`config.mk`:
```
export PLATFORM = sky130hd
export DESIGN_NAME = aes_block_scheduler
export DESIGN_NICKNAME = d
export VERILOG_FILES = /design/src/rtl/aes_block_scheduler_pkg.sv /design/src/rtl/aes_sched_watchdog.sv /design/src/rtl/aes_block_scheduler.sv
export SDC_FILE = /design/constraint.sdc
export NUM_CORES = 1
export LEC_CHECK = 0
export ABC_CLOCK_PERIOD_IN_PS = 3900
export CAP_MARGIN = 20
export CORE_AREA = 2 2 214 216
export DETAILED_ROUTE_END_ITERATION = 7
export DIE_AREA = 0 0 216 218
export PLACE_DENSITY = 0.59
export REMOVE_ABC_BUFFERS = 1
export SLEW_MARGIN = 20
export SYNTH_ARGS = -nofsm -noshare
export SYNTH_HDL_FRONTEND = slang
export SYNTH_HIERARCHICAL = 1
export SYNTH_SLANG_ARGS = --single-unit
```
`constraint.sdc`:
```
create_clock -name clk_i -period 3.9 [get_ports clk_i]
set_input_delay 0.39 -clock clk_i [delete_from_list [all_inputs] [get_ports clk_i]]
set_output_delay 0.39 -clock clk_i [all_outputs]
set_load 0.1 [all_outputs]
```
`src/rtl/aes_block_scheduler_pkg.sv`:
```
// Shared types and defaults for the multi-block AES decryption scheduler.
// Holds the 3-bit FSM state encoding and default sizing/watchdog limits.
package aes_block_scheduler_pkg;

    localparam int unsigned TEXT_WIDTH_DEF = 128;
    localparam int unsigned ADDR_WIDTH_DEF = 8;
    localparam int unsigned BLOCK_CNT_DEF  = 16;
    localparam int unsigned TIMEOUT_DEF    = 64;

    typedef enum logic [2:0] {
        S_IDLE    = 3'd0,
        S_FETCH   = 3'd1,
        S_WAIT_RD = 3'd2,
        S_LAUNCH  = 3'd3,
        S_RUN     = 3'd4,
        S_STORE   = 3'd5
    } state_e;

endpackage

```
`src/rtl/aes_sched_watchdog.sv`:
```
// Per-block watchdog: counts enabled cycles since the last clear.
// Ports: clk, rst_n (async low), clear, en; expire pulses on the TIMEOUT-th enabled cycle.
module aes_sched_watchdog #(
    parameter int unsigned TIMEOUT = 64
) (
    input  logic clk,
    input  logic rst_n,
    input  logic clear,
    input  logic en,
    output logic expire
);

    localparam int unsigned CW    = (TIMEOUT < 2) ? 1 : $clog2(TIMEOUT);
    localparam int unsigned LIMIT = (TIMEOUT == 0) ? 0 : TIMEOUT - 1;

    logic [CW-1:0] count;

    // Fires while the current enabled cycle is the TIMEOUT-th one; 0 disables.
    assign expire = (TIMEOUT != 0) && en && (count == CW'(LIMIT));

    always_ff @(posedge clk or negedge rst_n) begin
        if (!rst_n) begin
            count <= '0;
        end else if (clear) begin
            count <= '0;
        end else if (en && !expire) begin
            count <= count + CW'(1);
        end
    end

endmodule

```
`src/rtl/aes_block_scheduler.sv`:
```
// Fetches ciphertext blocks, launches the AES core per block and stores plaintext.
// Ports: clk_i/rst_ni, start_i; rd_* ciphertext memory; core_* AES core handshake;
// wr_* plaintext memory; busy_o, done_o/error_o (sticky), blk_cnt_o blocks stored.
module aes_block_scheduler
    import aes_block_scheduler_pkg::*;
#(
    parameter int unsigned TEXT_WIDTH = TEXT_WIDTH_DEF,
    parameter int unsigned ADDR_WIDTH = ADDR_WIDTH_DEF,
    parameter int unsigned BLOCK_CNT  = BLOCK_CNT_DEF,
    parameter int unsigned TIMEOUT    = TIMEOUT_DEF
) (
    input  logic                  clk_i,
    input  logic                  rst_ni,
    input  logic                  start_i,
    output logic                  rd_en_o,
    output logic [ADDR_WIDTH-1:0] rd_addr_o,
    input  logic [TEXT_WIDTH-1:0] rd_data_i,
    output logic                  core_start_o,
    output logic [TEXT_WIDTH-1:0] core_text_o,
    input  logic                  core_done_i,
    input  logic [TEXT_WIDTH-1:0] core_result_i,
    output logic                  wr_en_o,
    output logic [ADDR_WIDTH-1:0] wr_addr_o,
    output logic [TEXT_WIDTH-1:0] wr_data_o,
    output logic                  busy_o,
    output logic                  done_o,
    output logic                  error_o,
    output logic [ADDR_WIDTH:0]   blk_cnt_o
);

    localparam logic [ADDR_WIDTH-1:0] LAST = ADDR_WIDTH'(BLOCK_CNT - 1);

    state_e                state;
    state_e                state_nxt;
    logic [ADDR_WIDTH-1:0] addr;
    logic [ADDR_WIDTH-1:0] addr_nxt;
    logic [ADDR_WIDTH-1:0] rd_addr_nxt;
    logic [ADDR_WIDTH-1:0] wr_addr_nxt;
    logic [TEXT_WIDTH-1:0] text_nxt;
    logic [TEXT_WIDTH-1:0] result_nxt;
    logic [ADDR_WIDTH:0]   blk_cnt_nxt;
    logic                  rd_en_nxt;
    logic                  core_start_nxt;
    logic                  wr_en_nxt;
    logic                  done_nxt;
    logic                  error_nxt;
    logic                  wd_clear;
    logic                  wd_en;
    logic                  wd_expire;

    // Core result arriving on the expiry cycle wins: count only without done.
    assign wd_clear = (state == S_LAUNCH);
    assign wd_en    = (state == S_RUN) && !core_done_i;

    aes_sched_watchdog #(
        .TIMEOUT(TIMEOUT)
    ) u_watchdog (
        .clk   (clk_i),
        .rst_n (rst_ni),
        .clear (wd_clear),
        .en    (wd_en),
        .expire(wd_expire)
    );

    // Outputs are registered from the next-state decode so strobes line up
    // with the state they belong to.
    always_comb begin
        state_nxt      = state;
        addr_nxt       = addr;
        rd_addr_nxt    = rd_addr_o;
        wr_addr_nxt    = wr_addr_o;
        text_nxt       = core_text_o;
        result_nxt     = wr_data_o;
        blk_cnt_nxt    = blk_cnt_o;
        done_nxt       = done_o;
        error_nxt      = error_o;
        rd_en_nxt      = 1'b0;
        core_start_nxt = 1'b0;
        wr_en_nxt      = 1'b0;
        unique case (state)
            S_IDLE: begin
                if (start_i) begin
                    done_nxt    = 1'b0;
                    error_nxt   = 1'b0;
                    blk_cnt_nxt = '0;
                    addr_nxt    = '0;
                    rd_addr_nxt = '0;
                    rd_en_nxt   = 1'b1;
                    state_nxt   = S_FETCH;
                end
            end
            S_FETCH: begin
                state_nxt = S_WAIT_RD;
            end
            S_WAIT_RD: begin
                text_nxt       = rd_data_i;
                core_start_nxt = 1'b1;
                state_nxt      = S_LAUNCH;
            end
            S_LAUNCH: begin
                state_nxt = S_RUN;
            end
            S_RUN: begin
                if (core_done_i) begin
                    result_nxt  = core_result_i;
                    wr_addr_nxt = addr;
                    wr_en_nxt   = 1'b1;
                    blk_cnt_nxt = blk_cnt_o + (ADDR_WIDTH + 1)'(1);
                    state_nxt   = S_STORE;
                end else if (wd_expire) begin
                    error_nxt = 1'b1;
                    state_nxt = S_IDLE;
                end
            end
            S_STORE: begin
                if (addr == LAST) begin
                    done_nxt  = 1'b1;
                    state_nxt = S_IDLE;
                end else begin
                    addr_nxt    = addr + ADDR_WIDTH'(1);
                    rd_addr_nxt = addr + ADDR_WIDTH'(1);
                    rd_en_nxt   = 1'b1;
                    state_nxt   = S_FETCH;
                end
            end
            default: begin
                state_nxt = S_IDLE;
            end
        endcase
    end

    always_ff @(posedge clk_i or negedge rst_ni) begin
        if (!rst_ni) begin
            state        <= S_IDLE;
            addr         <= '0;
            rd_en_o      <= 1'b0;
            rd_addr_o    <= '0;
            core_start_o <= 1'b0;
            core_text_o  <= '0;
            wr_en_o      <= 1'b0;
            wr_addr_o    <= '0;
            wr_data_o    <= '0;
            busy_o       <= 1'b0;
            done_o       <= 1'b0;
            error_o      <= 1'b0;
            blk_cnt_o    <= '0;
        end else begin
            state        <= state_nxt;
            addr         <= addr_nxt;
            rd_en_o      <= rd_en_nxt;
            rd_addr_o    <= rd_addr_nxt;
            core_start_o <= core_start_nxt;
            core_text_o  <= text_nxt;
            wr_en_o      <= wr_en_nxt;
            wr_addr_o    <= wr_addr_nxt;
            wr_data_o    <= result_nxt;
            busy_o       <= (state_nxt != S_IDLE);
            done_o       <= done_nxt;
            error_o      <= error_nxt;
            blk_cnt_o    <= blk_cnt_nxt;
        end
    end

endmodule

```
== Word-level counts from Yosys, hierarchy flattened ==
Cells that the tools add are included.
Storage, ports and cells
  register bits after elaboration: 296
  input port bits: 260
  output and inout port bits: 287
  logic and storage cells: 69
Operators by class
  $add $sub $neg: 3
  equality and inequality tests: 13
  muxes and demuxes: 25
  reduce and logical (&&, ||, !) cells: 15
Operators with widths (number)
  $mux W9: 2
  $pmux W3 S6: 1
  $pmux W9 S2: 1
  $mux W8: 2
  $pmux W8 S2: 1
  $mux W6: 2
  $mux W1: 10
  $ne A2 B2 Y1 const B: 5
  $add A9 B1 Y9 const B: 1
  $mux W3: 3
  $reduce_and A3 Y1: 3
  $add A8 B1 Y8 const B: 1
  $eq A8 B4 Y1 const B: 1
  $add A6 B1 Y6 const B: 1
  $eq A3 B2 Y1 const B: 2
  $eq A3 B3 Y1 const B: 2
  $eq A6 B6 Y1 const B: 1
  $pmux W1 S2: 3
  $reduce_bool A2 Y1: 3
  $reduce_and A4 Y1: 1
  $eq A3 B1 Y1 const B: 1
  $logic_and A1 B1 Y1: 3
  $logic_not A3 Y1: 1
  $reduce_bool A3 Y1: 1
  3 further kinds: 4

== Depth between registers and ports, before layout ==
Gate-level depths: netlist of the first run.
  word-level depth: 7
  gate-level depth with buffers: 9
  gate-level depth less buffers: 8

== Modules after synthesis ==
Netlist of the first run, hierarchy kept.
Modules (own cells, without submodules)
  aes_block_scheduler: instances 1, cells an instance 962, area each 11030.6 um^2, sequential area each 7257.0 um^2
  aes_sched_watchdog: instances 1, cells an instance 42, area each 374.1 um^2, sequential area each 150.1 um^2

== Worst setup path before layout of the first run ==
OpenSTA, ideal clock, no wires.
  path kind: flip-flop to flip-flop
  start: reg addr[0]
  end: reg addr[2]
  library setup time: 0.101 ns
  data arrival time: 2.015 ns
  required time: 3.799 ns
  slack: 1.784 ns
  stages on the path, launching flop included: 7
  path buffers: 1
  clock period less this slack: 2.116 ns
  path through: dfrtp_1 -> ha_1 -> nand3_1 -> o21ai_1 -> buf_4 -> o211ai_1 -> o31ai_1
On the way
  longest elaborated chain between the ends: 3
  elaborated cells between the ends (all ways): 6
  classes of those cells: add/sub: 1; eq/ne: 2; mux: 2; reduce/logical: 1
RTL lines
  start: declaration: line aes_block_scheduler.sv:35  | logic [ADDR_WIDTH-1:0] addr;
  start signal: assignment: line aes_block_scheduler.sv:149  | addr <= addr_nxt;
  $add A8 B1 Y8 or $eq A8 B4 Y1 (tied branches): line aes_block_scheduler.sv:120, aes_block_scheduler.sv:116
  $mux W8 or $ne A2 B2 Y1 (tied branches)
  $pmux W8 S2 or $reduce_and A3 Y1 (tied branches)
Several ways; a longest one is shown, not always the timed one. The select of a mux whose other input is x is not followed.
A chain may end at the register's enable or synchronous reset.

==> run summary, run 1 <==
crit end category - primary output
Clock Latency Late Sink - 0.53 ns
DRT iter0 DRCs - 409
Core ar. - 0.0449 sq mm
TritonCTS buffer count - 36
pin count of the biggest net entering global routing - 130
die area - 0.0471 sq mm
Cell Area, Synth - 0.0114 sq mm
setup bufs post-CTS - 0
Max-Cap Viols - 0
synthesis warning total - 6
vias in the first global route - 9324
Post-synth top flop - dfrtp_1
slowest CP cell - clkdlybuf4s50_1
Clock Tree Root - clkbuf_16
drt first pass iters - 5
final core utilization - 41.6%
Synth-to-Final Area Change - 63.7%
DR WL/cell - 17.2 microns
Area contributors post-synth - dfrtp_1 65%, nand2_1 14%, mux2_2 12%, buf_2 1.4%, mux2_1 0.99%
Hold WC Path Type - primary input to flip-flop
cell taking the most area after synthesis - dfrtp_1
worst-margin pin slew - 1.08 ns
CP required - 3.51 ns
CP bufs+invs - 1
routability cong. - 0.781
critical-path cell list - clkdlybuf4s50_1
final hold violations - 0
EDFF count, synth - 0
layout cells sized above 1 - 11.8%
hold_ws - 0.387 ns
crit share post-route - 67.0%
Pins Over Slew Limit - 0
# IOs - 547
DRC violations left - 0
all-layer global routing usage - 15.5%
max incr delay on CP - 1.22 ns
critical path class - flip-flop to primary output
Post-synth ARST share - 100%
Core Rows - 78
Slew HR - 27.5%
post-route antenna net violation count - 0
Net count, final - 1812
CTS tree - yes
placed insts - 2110
min cycle time layout - 2.61 ns
Final setup violation count - 0
RSZ-0062 raised after global routing - false
n_diodes - 0
WL final - 37.4 mm
count of input and output buffers - 546
sequential area share after synthesis - 64.9%
final worst clock skew - 0.0114 ns
status - finished, final reports clean
critical-path maximum fanout - 8
HPWL after DPL - 27.4 mm
DR vias - 9145
Seq cells post-synth - 296
Finished Layout Cells - 2171
post-synth top area share - 64.9%
clk buf depth - 3
Die Height - 218 microns
Netlist cell types - 48
Syn Inst Count - 1004
CP arrival - 2.22 ns
first-pass GRT wire length - 56.5 mm
Starting Density - 25.4%
R2R Setup Slk - 1.50 ns
initial antenna violation count - 5
crit start category - flip-flop
post-CTS resize count - 0
Layout fillers - 4382
fmax - 0.383 GHz
htree depth - 2
Die X-Extent - 216 microns
Vias/cell - 4.21
number of clock sinks - 296
Crit path max-delay family - buffers and inverters
# hold bufs at CTS - 1
clk slew on worst S/H paths - 0.06 ns
synthesized area per cell - 11.4 sq um
GR Overflow Total - 0
cell families after synthesis:
| kind of cell | count (synthesis) | synth area share (%) |
|---|---|---|
| compound gates | 26 | 1.54 |
| xor+xnor | 10 | 0.768 |
| fa+ha+maj | 3 | 0.329 |
| buf+inv | 55 | 2.30 |
| flops | 296 | 64.9 |
| mux | 129 | 12.7 |
| simple gates | 485 | 17.4 |
cell usage in the layout, fill, tap and decap left out, drive strengths merged, types with 2 or more instances in the layout:
cell type      Yosys  final
and3               2      2
xnor2              6      6
o21ai              7      7
nor4b              2      2
o211ai             4      4
clkbuf            10     51
a21oi              3      3
nand3b             2      2
nor2              17     17
nand4              5      5
o31ai              3      3
nand3             14     14
and2               3      3
mux2             128    128
dfrtp            296    296
clkinv             0      5
clkdlybuf4s50      0    545
nand2            418    418
xor2               4      4
a31oi              2      2
nor3               4      4
nor3b              4      4
and3b              2      2
o311ai             2      2
nand2b             4      4
inv                6      9
ha                 3      3
buf               39     10
per-layer routing:
layer,vias to the layer above,GRT usage (%),share of wire (%)
met4,6,3.97,2.2
li1,4342,-,-
met3,64,5.23,7.6
met5,-,0,0.10
met2,343,27.2,50
met1,4390,18.0,40
cells in the mapped netlist, drive strengths merged, types with 3 or more instances:
cell,instances
o211ai,4
buf,39
nand2,418
clkbuf,10
inv,6
o21ai,7
o31ai,3
nor3b,4
and2,3
nand4,5
xor2,4
nor2,17
nand3,14
ha,3
mux2,128
a21oi,3
nand2b,4
nor3,4
dfrtp,296
xnor2,6
final cells by class:
| class | count | area (sq um) | area share [%] |
|---|---|---|---|
| Clock buffer | 51 | 1040 | 5.56 |
| Clock inverter | 9 | 81.3 | 0.436 |
| Inverter | 6 | 25.0 | 0.134 |
| Multi-Input combinational cell | 653 | 3750 | 20.1 |
| Sequential cell | 296 | 7410 | 39.7 |
| Tap cell | 600 | 751 | 4.02 |
| Timing Repair Buffer | 556 | 5610 | 30.1 |
metrics by stage:
stage                     setup slack (ns)  setup TNS, ns  area (sq um)
after floorplan                      -2.53        -645.98         11200
after global placement                1.48              0         17500
after detailed placement              1.45              0         17500
after CTS                             1.23              0         18700
after global routing                  1.19              0         18700
final                                 1.29              0         18700
final timing paths:
check | startpoint | endpoint | cells past startpoint
min reg2reg | wr_data_o[114] | wr_data_o[114] | 2
min | core_result_i[111] | wr_data_o[111] | 3
max in group asynchronous | rst_ni | core_text_o[37] | 3
min in group asynchronous | rst_ni | wr_data_o[13] | 2
max | addr[4] | rd_addr_o[4] | 1
max reg2reg | state[0] | busy_o | 8
sequential cells by signal, indices dropped and copies added (netlist names):
| register | count |
|---|---|
| addr | 8 |
| blk_cnt_o | 9 |
| busy_o | 1 |
| core_start_o | 1 |
| core_text_o | 128 |
| done_o | 1 |
| error_o | 1 |
| rd_en_o | 1 |
| state | 3 |
| u_watchdog/count | 6 |
| wr_addr_o | 8 |
| wr_data_o | 128 |
| wr_en_o | 1 |
Power of run 1 is left out: the tool's default activity adds up to more than one toggle a clock period on the data nets, which glitch-free logic cannot reach.
==> run 2: changes to the inputs <==
--- a/config.mk
+++ b/config.mk
@@ -5,11 +5,11 @@
 export SDC_FILE = /design/constraint.sdc
 export NUM_CORES = 1
 export LEC_CHECK = 0
-export ABC_CLOCK_PERIOD_IN_PS = 3900
+export ABC_CLOCK_PERIOD_IN_PS = 2700
 export CAP_MARGIN = 20
-export CORE_AREA = 2 2 214 216
+export CORE_AREA = 2 2 215 217
 export DETAILED_ROUTE_END_ITERATION = 7
-export DIE_AREA = 0 0 216 218
+export DIE_AREA = 0 0 217 219
 export PLACE_DENSITY = 0.59
 export REMOVE_ABC_BUFFERS = 1
 export SLEW_MARGIN = 20
==> constraint.sdc (replaced) <==
create_clock -name clk_i -period 2.7 [get_ports clk_i]
set_input_delay 0.27 -clock clk_i [delete_from_list [all_inputs] [get_ports clk_i]]
set_output_delay 0.27 -clock clk_i [all_outputs]
set_load 0.1 [all_outputs]
==> run summary, run 2 (synthesized netlist as in run 1, its figures left out) <==
vias in the first global route - 9289 (-0.38%)
all-layer global routing usage - 15.9% (+0.42 points)
GR Overflow Total - 0 (unchanged)
min cycle time layout - 2.01 ns
r2r startpoint - state[0]
Met2 Wirelength - 19.4 mm (+3.2%)
worst-margin pin slew - 0.649 ns (-0.435 ns)
setup TNS - 0 ns (unchanged)
htree depth - 2 (unchanged)
commonest non-fill, non-tap cell in the layout - nand2_1
most frequent cells in the layout - 418 x nand2_1, 301 x buf_4, 296 x dfrtp_1
metal3 WL - 3.32 mm (+17%)
TritonCTS buffer count - 35 (-2.8%)
Final setup violation count - 0 (unchanged)
most used cell, CP - nand2_1
Pins Over Slew Limit - 0 (unchanged)
initial antenna violation count - 7 (+2)
CP required - 3.17 ns (-0.34 ns)
R2R Setup Slk - 0.69 ns (-0.81 ns)
Max-Cap Viols - 0 (unchanged)
Starting Density - 25.3% (-0.11 points)
highest metal used - met5
post-route antenna net violation count - 0 (unchanged)
# IOs - 547 (unchanged)
drt first pass iters - 4 (-1)
Die Height - 219 microns (+0.46%)
crit path to - wr_data_o[64]
DRC violations left - 0 (unchanged)
final core utilization - 40.1% (-1.5 points)
final hold violations - 0 (unchanged)
critical-path cell list - nor2_2 -> nand3_4 -> inv_4 -> buf_4 -> nand2_1 -> nand2_1
Core Rows - 78 (unchanged)
critical-path maximum fanout - 52 (+44)
Die X-Extent - 217 microns (+0.46%)
DR vias - 9170 (+0.27%)
layout cells sized above 1 - 30.7% (+19 points)
biggest regs - core_text_o: 128 flops, wr_data_o: 128 flops, blk_cnt_o: 9 flops
HPWL after DPL - 28.8 mm (+5.1%)
Clock Tree Root - clkbuf_16
met1 wire length - 14.7 mm (-1.5%)
Worst Setup SP - state[0]
pin count of the biggest net entering global routing - 138 (+6.2%)
Core ar. - 0.0451 sq mm (+0.43%)
crit end category - flip-flop
critical path class - flip-flop to flip-flop
Finished Layout Cells - 2184 (+0.60%)
routability cong. - 0.767 (-1.8%)
Net count, final - 1823 (+0.61%)
RSZ-0062 raised after global routing - false
DR WL/cell - 17.6 microns (+2.2%)
crit start category - flip-flop
clk buf depth - 3 (unchanged)
final worst clock skew - 0.0226 ns (+0.0111 ns)
Synth-to-Final Area Change - 58.6%
max incr delay on CP - 0.47 ns (-0.75 ns)
clk slew on worst S/H paths - 0.06 ns (about the same)
first-pass GRT wire length - 57.2 mm (+1.4%)
Clock Latency Late Sink - 0.54 ns (about the same)
FF-to-FF path depth - 6 (-2)
Slew HR - 56.7% (+29 points)
DRT iter0 DRCs - 468 (+14%)
CTS tree - yes
status - finished, final reports clean
cell area after placement - 0.0169 sq mm (-3.4%)
Vias/cell - 4.20 (-0.32%)
WL final - 38.4 mm (+2.8%)
crit share post-route - 74.6%
fmax - 0.496 GHz
number of clock sinks - 296 (unchanged)
placed insts - 2122 (+0.57%)
die area - 0.0475 sq mm (+0.92%)
slowest CP cell - dfrtp_1
Hold WC Path Type - primary input to flip-flop
Design Area, Final - 0.0181 sq mm (-3.1%)
count of input and output buffers - 546 (unchanged)
Crit Reg-Reg Endpoint - wr_data_o[64]
CP arrival - 2.48 ns (+0.26 ns)
run 2: metal layers:
metal  vias to the layer above  GRT usage [%]
li1                       4376              -
met1                      4395           17.9
met2                       329           27.8
met3                        60           5.86
met4                        10           5.05
met5                         -              0
run 2: cell type report:
class	instances	area [sq um]
antenna	2	5.00
clock buffer	52	1060
clock inverter	7	75.1
fill	4388	27000
inverter	6	25.0
multi-input combinational	653	3750
sequential	296	7410
tap	600	751
timing repair buffer	568	5010
run 2: worst max-delay path, delay by kind of cell (launching register included):
kind	cells	cell delay [ns]
and+or+nand+nor	4	0.66
buffers and inverters	2	0.78
DFF	1	0.47
run 2: repair_timing:
action,4_1_cts,5_1_grt
gates resized for setup,0,0
hold endpoints to repair,56,0
hold buffers,1,0
buffers inserted,0,0
run 2: per-stage QoR:
step,worst slack [ns],hold WS (ns)
after floorplan,-3.73,-0.0256
after global placement,0.688,0.282
after detailed placement,0.658,0.284
after CTS,0.652,0.218
after global routing,0.490,0.231
final,0.686,0.259
run 2: worst min-delay path by stage:
stage	depth (start not counted)	end	from
floorplan	0	addr[0]	rst_ni
CTS	3	wr_data_o[1]	core_result_i[1]
detailed placement	1	wr_data_o[117]	rst_ni
global route	3	wr_data_o[1]	core_result_i[1]
global placement	1	wr_data_o[41]	rst_ni
finish	3	wr_data_o[91]	core_result_i[91]
Power of run 2 is left out for the same reason.
